**src/rtl/xmem_port_arb_pkg.sv**
```systemverilog
// Shared definitions for the xmem host-port arbiter: controller states and
// the xmem read latency that the response pipeline is built around.
package xmem_port_arb_pkg;

  typedef enum logic {
    ST_IDLE = 1'b0,
    ST_RUN  = 1'b1
  } arb_state_e;

  localparam int XMEM_RD_LAT = 2;

endpackage

```
**src/rtl/xmem_port_arb_if.sv**
```systemverilog
// Host-side bus of the xmem port arbiter: requester handshakes plus the
// memory port the arbiter drives.
interface xmem_port_arb_if #(
  parameter int N_REQ  = 2,
  parameter int DATA_W = 32,
  parameter int ADDR_W = 10
);

  logic [N_REQ-1:0]        req_valid;
  logic [N_REQ-1:0]        req_we;
  logic [N_REQ*ADDR_W-1:0] req_addr;
  logic [N_REQ*DATA_W-1:0] req_wdata;
  logic [N_REQ-1:0]        req_ready;
  logic [N_REQ-1:0]        rsp_valid;
  logic [DATA_W-1:0]       rsp_rdata;

  logic                    mem_valid;
  logic                    mem_we;
  logic [ADDR_W-1:0]       mem_addr;
  logic [DATA_W-1:0]       mem_wdata;
  logic [DATA_W-1:0]       mem_q;

  // Requesters together with the memory model sit on the master side.
  modport master (
    output req_valid, req_we, req_addr, req_wdata, mem_q,
    input  req_ready, rsp_valid, rsp_rdata,
           mem_valid, mem_we, mem_addr, mem_wdata
  );

  modport slave (
    input  req_valid, req_we, req_addr, req_wdata, mem_q,
    output req_ready, rsp_valid, rsp_rdata,
           mem_valid, mem_we, mem_addr, mem_wdata
  );

endinterface

```
**src/rtl/xmem_port_arb_xrr_arb.sv**
```systemverilog
// Round-robin one-hot selector: the requester at index ptr has the highest
// priority, then ptr+1, wrapping modulo N_REQ.
module xrr_arb #(
  parameter int N_REQ = 2,
  parameter int PTR_W = 1
) (
  input  logic [N_REQ-1:0] req,
  input  logic [PTR_W-1:0] ptr,
  output logic [N_REQ-1:0] gnt
);

  // Walk from lowest to highest priority so the last hit wins.
  always_comb begin
    gnt = '0;
    for (int k = N_REQ - 1; k >= 0; k--) begin
      for (int i = 0; i < N_REQ; i++) begin
        if (req[i] && (((int'(ptr) + k) % N_REQ) == i)) begin
          gnt = N_REQ'(1) << i;
        end
      end
    end
  end

endmodule

```
**src/rtl/xmem_port_arb.sv**
```systemverilog
// Shares the xmem host port between N_REQ requesters while idle and hands
// the memory to the engine between a run pulse and both done flags.
module xmem_port_arb
  import xmem_port_arb_pkg::*;
#(
  parameter int N_REQ  = 2,
  parameter int DATA_W = 32,
  parameter int ADDR_W = 10
) (
  input  logic          clk,
  input  logic          rst,
  input  logic          run,
  input  logic          doneA,
  input  logic          doneB,
  output logic          busy,
  xmem_port_arb_if.slave bus
);

  localparam int PTR_W = (N_REQ > 1) ? $clog2(N_REQ) : 1;

  arb_state_e             state_q, state_d;
  logic                   first_q, first_d;
  logic                   done_a_q, done_a_d;
  logic                   done_b_q, done_b_d;
  logic [PTR_W-1:0]       ptr_q, ptr_d;
  logic [XMEM_RD_LAT-1:0] rd_vld_q, rd_vld_d;
  logic [PTR_W-1:0]       rd_own_q [XMEM_RD_LAT];
  logic [PTR_W-1:0]       rd_own_d [XMEM_RD_LAT];

  logic                   grant_en;
  logic [N_REQ-1:0]       rr_gnt;
  logic [N_REQ-1:0]       gnt_vec;
  logic [PTR_W-1:0]       gnt_idx;
  logic                   xfer;
  logic                   sel_we;
  logic [ADDR_W-1:0]      sel_addr;
  logic [DATA_W-1:0]      sel_wdata;
  logic [N_REQ-1:0]       rsp_vec;

  xrr_arb #(
    .N_REQ (N_REQ),
    .PTR_W (PTR_W)
  ) u_rr (
    .req (bus.req_valid),
    .ptr (ptr_q),
    .gnt (rr_gnt)
  );

  always_ff @(posedge clk or posedge rst) begin
    if (rst) begin
      state_q  <= ST_IDLE;
      first_q  <= 1'b0;
      done_a_q <= 1'b0;
      done_b_q <= 1'b0;
    end else begin
      state_q  <= state_d;
      first_q  <= first_d;
      done_a_q <= done_a_d;
      done_b_q <= done_b_d;
    end
  end

  // Done levels seen in the first RUN cycle may be left over from the
  // previous run, so the sticky flags only start collecting one cycle later.
  always_comb begin
    state_d  = state_q;
    first_d  = 1'b0;
    done_a_d = done_a_q;
    done_b_d = done_b_q;
    case (state_q)
      ST_IDLE: begin
        if (run) begin
          state_d  = ST_RUN;
          first_d  = 1'b1;
          done_a_d = 1'b0;
          done_b_d = 1'b0;
        end
      end
      ST_RUN: begin
        if (done_a_q && done_b_q) begin
          state_d  = ST_IDLE;
          done_a_d = 1'b0;
          done_b_d = 1'b0;
        end else if (!first_q) begin
          done_a_d = done_a_q | doneA;
          done_b_d = done_b_q | doneB;
        end
      end
      default: state_d = ST_IDLE;
    endcase
  end

  always_comb begin
    grant_en = !rst && (state_q == ST_IDLE) && !run;
    busy     = !rst && ((state_q == ST_RUN) || run);
  end

  always_comb begin
    gnt_vec   = grant_en ? rr_gnt : '0;
    xfer      = |gnt_vec;
    gnt_idx   = '0;
    sel_we    = 1'b0;
    sel_addr  = '0;
    sel_wdata = '0;
    for (int i = 0; i < N_REQ; i++) begin
      if (gnt_vec[i]) begin
        gnt_idx   = PTR_W'(i);
        sel_we    = bus.req_we[i];
        sel_addr  = bus.req_addr[i*ADDR_W +: ADDR_W];
        sel_wdata = bus.req_wdata[i*DATA_W +: DATA_W];
      end
    end
  end

  assign bus.req_ready = gnt_vec;
  assign bus.mem_valid = xfer;
  assign bus.mem_we    = xfer & sel_we;
  assign bus.mem_addr  = sel_addr;
  assign bus.mem_wdata = sel_wdata;

  always_comb begin
    ptr_d = ptr_q;
    if (xfer) begin
      ptr_d = (gnt_idx == PTR_W'(N_REQ - 1)) ? '0 : gnt_idx + PTR_W'(1);
    end
    rd_vld_d[0] = xfer & ~sel_we;
    rd_own_d[0] = gnt_idx;
    for (int s = 1; s < XMEM_RD_LAT; s++) begin
      rd_vld_d[s] = rd_vld_q[s-1];
      rd_own_d[s] = rd_own_q[s-1];
    end
  end

  always_ff @(posedge clk or posedge rst) begin
    if (rst) begin
      ptr_q    <= '0;
      rd_vld_q <= '0;
      for (int s = 0; s < XMEM_RD_LAT; s++) begin
        rd_own_q[s] <= '0;
      end
    end else begin
      ptr_q    <= ptr_d;
      rd_vld_q <= rd_vld_d;
      for (int s = 0; s < XMEM_RD_LAT; s++) begin
        rd_own_q[s] <= rd_own_d[s];
      end
    end
  end

  // The last pipeline stage lines up with the cycle xmem presents the word.
  always_comb begin
    rsp_vec = '0;
    for (int i = 0; i < N_REQ; i++) begin
      if (rd_vld_q[XMEM_RD_LAT-1] && (rd_own_q[XMEM_RD_LAT-1] == PTR_W'(i))) begin
        rsp_vec[i] = 1'b1;
      end
    end
  end

  assign bus.rsp_valid = rsp_vec;
  assign bus.rsp_rdata = rd_vld_q[XMEM_RD_LAT-1] ? bus.mem_q : '0;

endmodule

```
**src/flat_wrapper.sv**
```systemverilog
// flat-port wrapper written by rule: the top's interface ports become plain ports
module xmem_port_arb_flat import xmem_port_arb_pkg::*;
#(
  parameter int N_REQ  = 2,
  parameter int DATA_W = 32,
  parameter int ADDR_W = 10
)
  (clk, rst, run, doneA, doneB, busy, bus_req_valid, bus_req_we, bus_req_addr, bus_req_wdata, bus_mem_q, bus_req_ready, bus_rsp_valid, bus_rsp_rdata, bus_mem_valid, bus_mem_we, bus_mem_addr, bus_mem_wdata);
  xmem_port_arb_if #(.N_REQ(N_REQ), .DATA_W(DATA_W), .ADDR_W(ADDR_W)) bus_i ();
  input  logic clk;
  input  logic rst;
  input  logic run;
  input  logic doneA;
  input  logic doneB;
  output logic busy;
  input wire logic [$bits(bus_i.req_valid)-1:0] bus_req_valid;
  input wire logic [$bits(bus_i.req_we)-1:0] bus_req_we;
  input wire logic [$bits(bus_i.req_addr)-1:0] bus_req_addr;
  input wire logic [$bits(bus_i.req_wdata)-1:0] bus_req_wdata;
  input wire logic [$bits(bus_i.mem_q)-1:0] bus_mem_q;
  output wire logic [$bits(bus_i.req_ready)-1:0] bus_req_ready;
  output wire logic [$bits(bus_i.rsp_valid)-1:0] bus_rsp_valid;
  output wire logic [$bits(bus_i.rsp_rdata)-1:0] bus_rsp_rdata;
  output wire logic [$bits(bus_i.mem_valid)-1:0] bus_mem_valid;
  output wire logic [$bits(bus_i.mem_we)-1:0] bus_mem_we;
  output wire logic [$bits(bus_i.mem_addr)-1:0] bus_mem_addr;
  output wire logic [$bits(bus_i.mem_wdata)-1:0] bus_mem_wdata;
  assign bus_i.req_valid = bus_req_valid;
  assign bus_i.req_we = bus_req_we;
  assign bus_i.req_addr = bus_req_addr;
  assign bus_i.req_wdata = bus_req_wdata;
  assign bus_i.mem_q = bus_mem_q;
  assign bus_req_ready = bus_i.req_ready;
  assign bus_rsp_valid = bus_i.rsp_valid;
  assign bus_rsp_rdata = bus_i.rsp_rdata;
  assign bus_mem_valid = bus_i.mem_valid;
  assign bus_mem_we = bus_i.mem_we;
  assign bus_mem_addr = bus_i.mem_addr;
  assign bus_mem_wdata = bus_i.mem_wdata;
  xmem_port_arb #(.N_REQ(N_REQ), .DATA_W(DATA_W), .ADDR_W(ADDR_W)) u_core (.clk(clk), .rst(rst), .run(run), .doneA(doneA), .doneB(doneB), .busy(busy), .bus(bus_i));
endmodule
```
**config.mk**
```make
export PLATFORM = sky130hd
export DESIGN_NAME = xmem_port_arb_flat
export DESIGN_NICKNAME = d
export VERILOG_FILES = /design/src/rtl/xmem_port_arb_pkg.sv /design/src/rtl/xmem_port_arb_if.sv /design/src/rtl/xmem_port_arb_xrr_arb.sv /design/src/rtl/xmem_port_arb.sv /design/src/flat_wrapper.sv
export SDC_FILE = /design/constraint.sdc
export NUM_CORES = 1
export LEC_CHECK = 0
export BUFFER_PORTS_ARGS = -buffer_cell sky130_fd_sc_hd__buf_2
export CAP_MARGIN = 10
export CORE_AREA = 4 4 78 80
export CTS_CLUSTER_SIZE = 20
export DETAILED_ROUTE_END_ITERATION = 8
export DIE_AREA = 0 0 82 84
export PLACE_DENSITY_LB_ADDON = 0.05
export SETUP_SLACK_MARGIN = 0.15
export SKIP_CTS_REPAIR_TIMING = 1
export SLEW_MARGIN = 10
export SYNTH_ARGS = -nofsm -noshare
export SYNTH_HDL_FRONTEND = slang
export SYNTH_SLANG_ARGS = --single-unit
```
**constraint.sdc**
```tcl
create_clock -name clk -period 3 [get_ports clk]
set_clock_uncertainty 0.1 [all_clocks]
set_input_delay 0.15 -clock clk [delete_from_list [all_inputs] [get_ports clk]]
set_output_delay 0.15 -clock clk [all_outputs]
set_load 0.05 [all_outputs]
```
; ---- Yosys cells after proc, flatten, opt, wreduce, memory -nomap -nowiden
; Cells that the tools add are included.
[totals]
regBits = 9
output_inout_bits = 81
elab_cells = 65
[classes]
addsub = 2
n_eq_ne = 3
muxes = 27
bitwise_logic = 8
reduce_logical = 17
[ops]
columns = op, n
row1 = two-way mux 32 bit, 3
row2 = logical NOT 32 bit, 2
row3 = two-way mux 10 bit, 2
row4 = two-way mux 1 bit, 15
row5 = logical AND 1 bit, 10
row6 = two-way mux 2 bit, 4
row7 = case mux 1 bit (2 select lines), 3
row8 = != test 3 bit (second input constant), 1
row9 = inverter 1 bit, 3
row10 = adder 1 bit (second input constant), 2
row11 = bitwise AND 1 bit, 2
row12 = == test 2 bit (second input constant), 1
row13 = logical NOT 1 bit, 2
row14 = != test 2 bit (second input constant), 1
row15 = bitwise OR 1 bit, 2
row16 = AND reduction 2 bit, 1
row17 = OR reduction 2 bit, 1
row18 = bitwise AND 1 bit (first input constant), 1
row19 = logical OR 1 bit, 1

; ---- Longest topological paths before layout
; Gate-level depths: netlist of the first run.
[depth]
ltp_word = 13
depth_mapped = 5

; ---- Modules after synthesis
; Synthesis of the first run repeated with hierarchy kept, for this count alone.
[unflattened]
hier_cells = 222
area_unflattened_um2 = 1555.2
[by_module_without_submodules]
columns = module, n_inst, cells_each, area_each_um2, seq_area_each_um2
row1 = xmem_port_arb, 1, 219, 1536.5, 225.2
row2 = xrr_arb, 1, 3, 18.8, 0.0

; ---- Least setup slack after synthesis of the first run
; No wires, ideal clock.
[synth_timing]
kind = register to output
from = reg u_core.state_q
to = out bus_mem_wdata[22]
arrival_ns = 1.560
setup_slack_ns = 1.190
stages_incl_launch_ff = 6
cell_sequence = dfrtp_1 nor3_2 and3_1 buf_6 buf_6 a22o_1
[synth_via]
elab_chain_len = 6
[synth_rtl]
columns = element, line_no
row1 = "start, declared", xmem_port_arb.sv:21  ; arb_state_e state_q, state_d;
row2 = "start signal, assigned", xmem_port_arb.sv:56  ; state_q <= state_d;
row3 = inverter 1 bit, xmem_port_arb.sv:94  ; grant_en = !rst && (state_q == ST_IDLE) && !run;
row4 = logical AND 1 bit (2 in series), xmem_port_arb.sv:94
row5 = two-way mux 2 bit, xmem_port_arb.sv:99  ; gnt_vec = grant_en ? rr_gnt : '0;
row6 = via bus_req_ready[0], flat_wrapper.sv:21  ; output wire logic [$bits(bus_i.req_ready)-1:0] bus_req_ready;
row7 = two-way mux 32 bit (2 in series), xmem_port_arb.sv:106  ; if (gnt_vec[i]) begin
row8 = "end, declared", flat_wrapper.sv:27  ; output wire logic [$bits(bus_i.mem_wdata)-1:0] bus_mem_wdata;
; The timed path passes the listed nets, and every way through them passes these cells.

; ---- Worst setup path after layout of the first run
[layout_timing]
from = in rst
to = out bus_mem_addr[5]
[layout_via]
elab_chain_len = 6
[layout_rtl]
columns = element, line_no
row1 = "start, declared", flat_wrapper.sv:11  ; input logic rst;
row2 = logical NOT 1 bit (no source line) *, --
row3 = logical AND 1 bit * (2 in series), xmem_port_arb.sv:94
row4 = two-way mux 2 bit *, xmem_port_arb.sv:99
row5 = two-way mux 10 bit, xmem_port_arb.sv:106
row6 = two-way mux 10 bit *, xmem_port_arb.sv:106
row7 = "end, declared", flat_wrapper.sv:26  ; output wire logic [$bits(bus_i.mem_addr)-1:0] bus_mem_addr;
; Mark *: on every way between the ends. The rest lies on a longest branch, timed or not.

==> results of run 1 <==
## path summary, 6_finish.rpt
path                                    start                  to  slack, ns  depth (start not counted)
max in group asynchronous                 rst        u_core.ptr_q       2.18                          3
min in group asynchronous                 rst     u_core.done_a_q       0.36                          3
setup / recovery                          rst     bus_mem_addr[5]       0.51                          7
hold reg to reg            u_core.rd_vld_q[0]  u_core.rd_vld_q[1]       0.24                          0
hold / removal                  bus_req_we[1]  u_core.rd_vld_q[0]       0.04                          2
setup reg to reg               u_core.state_q        u_core.ptr_q       1.32                          4
## cell families after synthesis
kind of cell,after synthesis
compound gates,51
simple gates,45
buf+inv,17
flops,9
## stage by stage
| step | instances | setup slack, ns | utilization (%) |
|---|---|---|---|
| 4_1_cts | 391 | 0.655 | 39.7 |
| 3_5_place_dp | 387 | 0.917 | 38.8 |
| 5_1_grt | 392 | 0.379 | 39.9 |
| 3_3_place_gp | 387 | 0.963 | 38.8 |
| 2_1_floorplan | 122 | 1.19 | - |
| 6_report | 392 | 0.506 | 39.9 |
## metal layers
metal,wire length (µm),share of wire [%]
met5,0,0
met4,100,1.8
met3,777,14
met2,3080,54
met1,1710,30
## flip-flops by register name, indices dropped and copies added, names as in the netlist
register	cells
u_core.rd_own_q	1
u_core.rd_own_d	1
u_core.first_q	1
u_core.ptr_q	1
u_core.state_q	1
u_core.done_b_q	1
u_core.done_a_q	1
u_core.rd_vld_q	2
## power breakdown
group          switching, W  total, W  internal (W)
sequential        0.0000358  0.000190      0.000154
combinational      0.000274  0.000435      0.000160
clock             0.0000476  0.000138     0.0000905
total              0.000358  0.000762      0.000405
## critical path, cell delays in order
cell,delay (ns)
dlygate4sd3_1,0.54
buf_2,0.14
nor3_2,0.24
and3_1,0.45
buf_12,0.25
a22o_1,0.17
buf_2,0.26
## cell type report
class,instances,area [µm²]
fill,602,3250
timing repair buffer,208,1060
multi-input combinational,96,719
sequential,9,225
tap,72,90.1
clock buffer,3,41.3
inverter,3,11.3
clock inverter,1,5.00
## layout by cell type (no fill, tap or decap)
cell / count
a22o_4: 1
buf_12: 1
nand2_1: 1
clkbuf_8: 3
nand2b_1: 1
nor2b_1: 1
and2b_1: 1
o21ai_0: 1
and3_1: 2
a22o_1: 43
buf_2: 205
nor3_2: 1
nor2_1: 5
clkinv_2: 1
dfrtp_1: 9
o2bb2ai_1: 1
and2_1: 33
dlygate4sd3_1: 1
buf_4: 1
a21oi_1: 1
a22o_2: 2
a221oi_1: 1
inv_1: 3
a31oi_1: 1
==> impl_metrics.json, run 1 <==
{
  "tightest_slew_ns": 0.640,
  "yosysMostFrequentCell": "a22o_1",
  "synth_edf_count": 0,
  "synth_top_family_by_area": "compound AO/OA/AOI/OAI gates",
  "gp_congestion": 0.739,
  "synth_seq_cells": 9,
  "syn_nets": 247,
  "clkLatencyLatePin_ns": 0.23,
  "drt_pass1_iterations": 4,
  "drv_cap": 0,
  "report.final.setup_viol": 0,
  "synthTopCellsByArea": "a22o_1 34%, dfrtp_1 20%, and2_1 19%, buf_6 4.1%, buf_12 3.6%",
  "yosysTopAreaCell": "a22o_1",
  "wl_per_cell_um": 14.5,
  "tns_ns": 0,
  "synth_top_area_share_pct": 34.1,
  "p_leak_nw": 1.42,
  "grt_max_degree": 46,
  "crit_required_ns": 2.75,
  "cts_max_level": 1,
  "use_met1_pct": 14.2,
  "place_hpwl_um": 4970,
  "cts_tree": "built",
  "grt_pass1_wl_um": 8280,
  "syn_avg_cell_area_um2": 9.06,
  "placed_area_um2": 2100,
  "synthTopCellsByCount": "43 x a22o_1, 33 x and2_1, 9 x dfrtp_1, 5 x nor2_1, 4 x buf_6",
  "routed_wl_um": 5670,
  "hold_viol": 0,
  "hold_path_class": "in -> reg",
  "port_buffers": 205,
  "boundaryPins": 206,
  "busiest_layer": "met2",
  "crit_type": "in -> out",
  "use_met3_pct": 4.21,
  "cp.arrival_ns": 2.24,
  "clock.fmax_mhz": 401,
  "dieArea_um2": 6890,
  "drt_iter0_markers": 92,
  "syn_area_um2": 1100,
  "vias": 1765,
  "clockBufferDepth": 2,
  "grt_usage_pct": 15.3,
  "grt_pass1_vias": 1782,
  "vias_per_cell": 4.50,
  "syn_inst": 122,
  "synth_ff_type": "dfrtp_1",
  "grt_antenna_before_repair": 0,
  "power_w": 0.000762,
  "grt_overflow": 0,
  "synthArstFlopShare_pct": 100,
  "rows": 27,
  "ant_nets": 0,
  "core_area_um2": 5410,
  "synth-simple-area-share_pct": 24.6,
  "cp_max_fo": 38,
  "drc_errors": 0,
  "area.growth.synth_to_final_pct": 95.1,
  "die_y_um": 84,
  "drive_gt1_share_pct": 67.2,
  "yosysUniqueCellTypes": 23,
  "hold_slack_ns": 0.0365,
  "synthMuxAreaShare_pct": 0,
  "start_kind": "input pin",
  "slew_violations": 0,
  "clkSinkCount": 9,
  "synthXorXnorAreaFrac_pct": 0,
  "crit_path_end_kind": "output port",
  "met2_usage_pct": 30.9,
  "fin_crit_sh_pct": 83.1,
  "numCtsBuffers": 3,
  "synth-compound-area-share_pct": 40.5,
  "rsz0062_at_grt": "no",
  "diodes": 0,
  "yosys_warnings": 0,
  "stdcell_area_um2": 2160,
  "power_density_nw_per_um2": 354,
  "outcome": "finished, final reports clean",
  "seq_area_frac_synth_pct": 20.4,
  "final_nets": 446,
  "post-route-min-period_ns": 2.49,
  "start_util_pct": 20.4,
  "relSlewSlack_pct": 57.3,
  "cts_root_buffer": "clkbuf_8",
  "vdd_ir_drop_max_mv": 0.143,
  "chipWidth_um": 82,
  "cts.clk_slew.worst_paths_ns": 0.04,
  "synthAdderAreaFrac_pct": 0
}
No activity file was read; power rests on OpenSTA's default activity.
==> run 2: changes to the inputs <==
Settings changed: ABC_AREA set to 1.
Clock period 3 ns to 2.48 ns, I/O delays scaled along.
==> run 2 against run 1 <==
  * Synthesized area grew 13%
  * Cell count grew 34%
  * Setup slack got worse by 0.17 ns
  * Synthesized cell count increased by 110%
  * Critical endpoint is now bus_mem_we
==> impl_metrics.json, run 2 <==
{
  "slew_violations": 0,
  "yosysMostFrequentCell": "nand2_1",
  "clockBufferDepth": 2,
  "crit_type": "in -> out",
  "place_hpwl_um": 4700,
  "synth_edf_count": 0,
  "largest_register_ffs": 2,
  "wl_per_cell_um": 10.5,
  "synthXorXnorAreaFrac_pct": 0,
  "whs_path_depth": 3,
  "yosysUniqueCellTypes": 16,
  "syn_nets": 377,
  "drt_iter0_markers": 60,
  "syn_inst": 252,
  "vias_per_cell": 3.90,
  "synthMuxAreaShare_pct": 0,
  "cpMaxStageDelayCell": "dlygate4sd3_1",
  "drt_pass1_iterations": 4,
  "fin_crit_sh_pct": 86.5,
  "drive_gt1_share_pct": 49.4,
  "grt_max_degree": 47,
  "hold_viol": 0,
  "grt_overflow": 0,
  "ant_nets": 0,
  "synth-simple-area-share_pct": 60.0,
  "cp_max_fo": 46,
  "synth-compound-area-share_pct": 2.00,
  "clkSinkCount": 9,
  "relSlewSlack_pct": 61.6,
  "gp_congestion": 0.799,
  "grt_antenna_before_repair": 0,
  "vias": 2046,
  "top_register": "u_core.rd_vld_q",
  "cp.arrival_ns": 1.92,
  "tightest_slew_ns": 0.575,
  "slowest_delay_ns": 0.53,
  "start_kind": "input pin",
  "syn_avg_cell_area_um2": 4.96,
  "routed_wl_um": 5510,
  "grt_pass1_wl_um": 8020,
  "drv_cap": 0,
  "boundaryPins": 206,
  "r2r_cells": 6,
  "cts.clk_slew.worst_paths_ns": 0.04,
  "rows": 27,
  "start_util_pct": 23.1,
  "stdcell_area_um2": 2360,
  "cts_root_buffer": "clkbuf_8",
  "synthAdderAreaFrac_pct": 0,
  "dieArea_um2": 6890,
  "clock.fmax_mhz": 466,
  "vdd_ir_drop_max_mv": 0.213,
  "port_buffers": 205,
  "crit_path_end_kind": "output port",
  "fillers": 585,
  "hold_slack_ns": 0.0530,
  "synth_top_family_by_area": "simple AND/OR/NAND/NOR gates",
  "synthArstFlopShare_pct": 100,
  "power_density_nw_per_um2": 489,
  "final_nets": 579,
  "crit_chain": "dlygate4sd3_1, buf_2, inv_1, nand2_4, nor2_8, nand2_1, nand2_1, buf_2",
  "synthTopCellsByArea": "nand2_1 48%, dfrtp_1 18%, inv_1 13%, nand2_2 4.0%, buf_6 2.7%",
  "drc_errors": 0,
  "synth_top_area_share_pct": 48.1,
  "layout_commonest_cell": "buf_2",
  "seq_area_frac_synth_pct": 18.0,
  "crit_required_ns": 2.26,
  "yosysTopAreaCell": "nand2_1",
  "yosys_warnings": 0,
  "placed_area_um2": 2300,
  "core_area_um2": 5410,
  "post-route-min-period_ns": 2.15,
  "hold_path_class": "in -> reg",
  "power_w": 0.00115,
  "report.final.setup_viol": 0,
  "numCtsBuffers": 3,
  "cts_max_level": 1,
  "cts_tree": "built",
  "tns_ns": 0,
  "syn_area_um2": 1250,
  "chipWidth_um": 82,
  "clkLatencyLatePin_ns": 0.23,
  "diodes": 0,
  "grt_usage_pct": 14.4,
  "die_y_um": 84,
  "rsz0062_at_grt": "no",
  "synth_seq_cells": 9,
  "area.growth.synth_to_final_pct": 88.9,
  "layout_common_cells": "205 x buf_2, 160 x nand2_1, 42 x inv_1",
  "synthTopCellsByCount": "160 x nand2_1, 42 x inv_1, 9 x dfrtp_1, 8 x nand2_2, 8 x nor2_1",
  "grt_pass1_vias": 1884,
  "synth_ff_type": "dfrtp_1",
  "outcome": "finished, final reports clean",
  "p_leak_nw": 1.93
}
[run 2: changes by cell type after synthesis, sizes merged, moves of 2 or more]
cell / delta
and3: -2
nor2: +6
inv: +39
and2: -33
buf: -2
a21oi: +2
a22o: -46
nand3: +3
nand2: +168
[run 2: where the power goes]
group	switching, W	leakage [nW]	internal [W]
logic	0.000559	1.79	0.000209
registers	0.0000300	0.116	0.000190
clock network	0.0000543	0.0228	0.000112
[run 2: path summary, 6_finish.rpt]
| kind | from | endpoint | slack [ns] |
|---|---|---|---|
| min reg2reg | u_core.rd_vld_q[0] | u_core.rd_vld_q[1] | 0.25 |
| max in group asynchronous | rst | u_core.rd_vld_q[1] | 1.73 |
| min | doneA | u_core.done_a_q | 0.05 |
| max | rst | bus_mem_we | 0.33 |
| min in group asynchronous | rst | u_core.first_q | 0.42 |
| max reg2reg | u_core.state_q | u_core.rd_vld_q[0] | 0.85 |
[run 2: layer usage]
layer / wire length [µm] / GRT usage [%]
met2: 2820 / 28.4
met4: 38 / 2.72
met5: 0 / 0
met3: 766 / 3.89
met1: 1890 / 14.3
[run 2: area by class of cell]
| cell class | count | area (µm²) | area share, % |
|---|---|---|---|
| Clock buffer | 4 | 45.0 | 1.91 |
| Sequential cell | 9 | 225 | 9.55 |
| Inverter | 42 | 158 | 6.68 |
| Tap cell | 72 | 90.1 | 3.82 |
| Multi-Input combinational cell | 188 | 774 | 32.8 |
| Timing Repair Buffer | 210 | 1070 | 45.2 |
[run 2: kinds of logic after synthesis]
family | count (synthesis)
flops | 9
buf+inv | 55
simple gates | 183
compound gates | 5
[run 2: worst max-delay path, delay by kind of cell]
family | cells | cell delay, ns
and+or+nand+nor | 4 | 0.75
buffers and inverters | 4 | 1.04
[run 2: through the flow]
stage / setup WS [ns] / std cells / util, %
2_1_floorplan: 0.673 / 252 / -
3_3_place_gp: 0.615 / 520 / 42.6
3_5_place_dp: 0.592 / 520 / 42.6
4_1_cts: 0.343 / 524 / 43.4
5_1_grt: 0.157 / 525 / 43.6
6_report: 0.334 / 525 / 43.6
==> run 3: changes to the inputs <==
Settings changed: CAP_MARGIN 10 to 20, CTS_BUF_LIST set to sky130_fd_sc_hd__clkbuf_16, HOLD_SLACK_MARGIN set to 0.05.
==> run 3 against run 2 <==
  * Design area is 1.4% higher
  * Combinational power hardly changed
  * Clock-buffer cell count is 1 lower
  * Fmax is 0.28% higher
  * Die area stayed put
  * Worst hold slack worse by 0.00087 ns
  * Routed wire length is 0.54% higher
==> impl_metrics.json, run 3 (synthesis results as in run 2) <==
{
  "outcome": "finished, final reports clean",
  "post-route-min-period_ns": 2.14,
  "p_leak_nw": 1.95,
  "vdd_ir_drop_max_mv": 0.219,
  "drc_errors": 0,
  "pre_cts_ws_ns": 0.592,
  "top_register": "u_core.rd_vld_q",
  "fillers": 581,
  "slowest_delay_ns": 0.53,
  "use_met3_pct": 4.21,
  "drt_iter0_markers": 62,
  "layout_common_cells": "205 x buf_2, 160 x nand2_1, 43 x inv_1",
  "report.final.setup_viol": 0,
  "vias_per_cell": 3.89,
  "start_kind": "input pin",
  "clkLatencyLatePin_ns": 0.23,
  "grt_overflow": 0,
  "clockBufferDepth": 2,
  "clkSinkCount": 9,
  "tightest_slew_ns": 0.574,
  "cts.clk_slew.worst_paths_ns": 0.04,
  "place_hpwl_um": 4700,
  "ant_nets": 0,
  "cp.arrival_ns": 1.92,
  "seq_area_um2": 225,
  "routed_wl_um": 5540,
  "setup_slack_ns": 0.340,
  "drive_gt1_share_pct": 49.4,
  "grt_usage_pct": 14.5,
  "boundaryPins": 206,
  "die_y_um": 84,
  "dieArea_um2": 6890,
  "grt_pass1_wl_um": 8050,
  "busiest_layer": "met2",
  "slew_violations": 0,
  "cts_tree": "built",
  "tns_ns": 0,
  "cts_max_level": 1,
  "gp_congestion": 0.799,
  "largest_register_ffs": 2,
  "hold_viol": 0,
  "area.growth.synth_to_final_pct": 91.6,
  "hold_slack_ns": 0.0521,
  "numCtsBuffers": 3,
  "crit_required_ns": 2.26,
  "grt_pass1_vias": 1891,
  "cp_max_fo": 46,
  "start_util_pct": 23.1,
  "cp.buffers_inverters": 4,
  "port_buffers": 205,
  "grt_max_degree": 47,
  "layout_commonest_cell": "buf_2",
  "diodes": 0,
  "crit_chain": "dlygate4sd3_1, buf_2, inv_1, nand2_4, nor2_8, nand2_1, nand2_1, buf_2",
  "clock.fmax_mhz": 467,
  "hold_path_class": "in -> reg",
  "relSlewSlack_pct": 61.7,
  "crit_type": "in -> out",
  "final_nets": 579,
  "rsz0062_at_grt": "no",
  "grt_antenna_before_repair": 0,
  "fin_crit_sh_pct": 86.3,
  "wl_per_cell_um": 10.6,
  "cpMaxStageDelayCell": "dlygate4sd3_1",
  "vias": 2044,
  "cts_root_buffer": "clkbuf_16",
  "use_met1_pct": 14.4,
  "drt_pass1_iterations": 4,
  "drv_cap": 0,
  "crit_family": "buffers and inverters",
  "crit_path_end_kind": "output port",
  "rows": 27,
  "multiInputGateArea_um2": 774,
  "power_density_nw_per_um2": 529,
  "met2_usage_pct": 28.4,
  "chipWidth_um": 82,
  "core_area_um2": 5410
}
run 3: worst paths after layout:
kind | from | endpoint | slack [ns] | cells after the start
max | rst | bus_mem_we | 0.34 | 8
min | doneA | u_core.done_a_q | 0.05 | 3
max reg2reg | u_core.state_q | u_core.rd_vld_q[0] | 0.86 | 6
min reg2reg | u_core.rd_own_d[0] | u_core.rd_own_q[0] | 0.25 | 0
max in group asynchronous | rst | u_core.rd_vld_q[0] | 1.73 | 4
min in group asynchronous | rst | u_core.done_a_q | 0.42 | 4
run 3: worst register-to-register path: stages (launching register included):
cell	delay, ns
dfrtp_1	0.44
nor2_4	0.17
nand2_4	0.09
nor2_8	0.45
nand2_1	0.10
nand2_1	0.11
nor2_1	0.04
run 3: metal layers:
metal  up-vias  share of wire, %  routed length [µm]
met4         0              0.49                  27
met5         -                 0                   0
li1       1111                 -                   -
met3         2                14                 764
met2       126                51                2840
met1       805                35                1910
run 3: final cells by class:
class	instances	area share (%)
flip-flops and latches	9	9.41
inverters	42	6.59
clock inverters	1	0.157
multi-input cells	188	32.4
repair buffers	210	44.6
well taps	72	3.77
clock buffers	3	3.14
run 3: power by group:
group          total (W)  switching, W  internal (W)
Sequential      0.000221     0.0000309      0.000190
Combinational   0.000768      0.000559      0.000209
Clock           0.000276     0.0000657      0.000210
Total            0.00127      0.000656      0.000610
run 3: stage by stage:
step	instance area, µm²	utilization [%]	std cells	total power (W)
2_1_floorplan	1250	-	252	0.000775
3_3_place_gp	2300	42.6	520	0.000996
3_5_place_dp	2300	42.6	520	0.000997
4_1_cts	2380	44.1	524	0.00127
5_1_grt	2390	44.3	525	0.00135
6_report	2390	44.3	525	0.00127
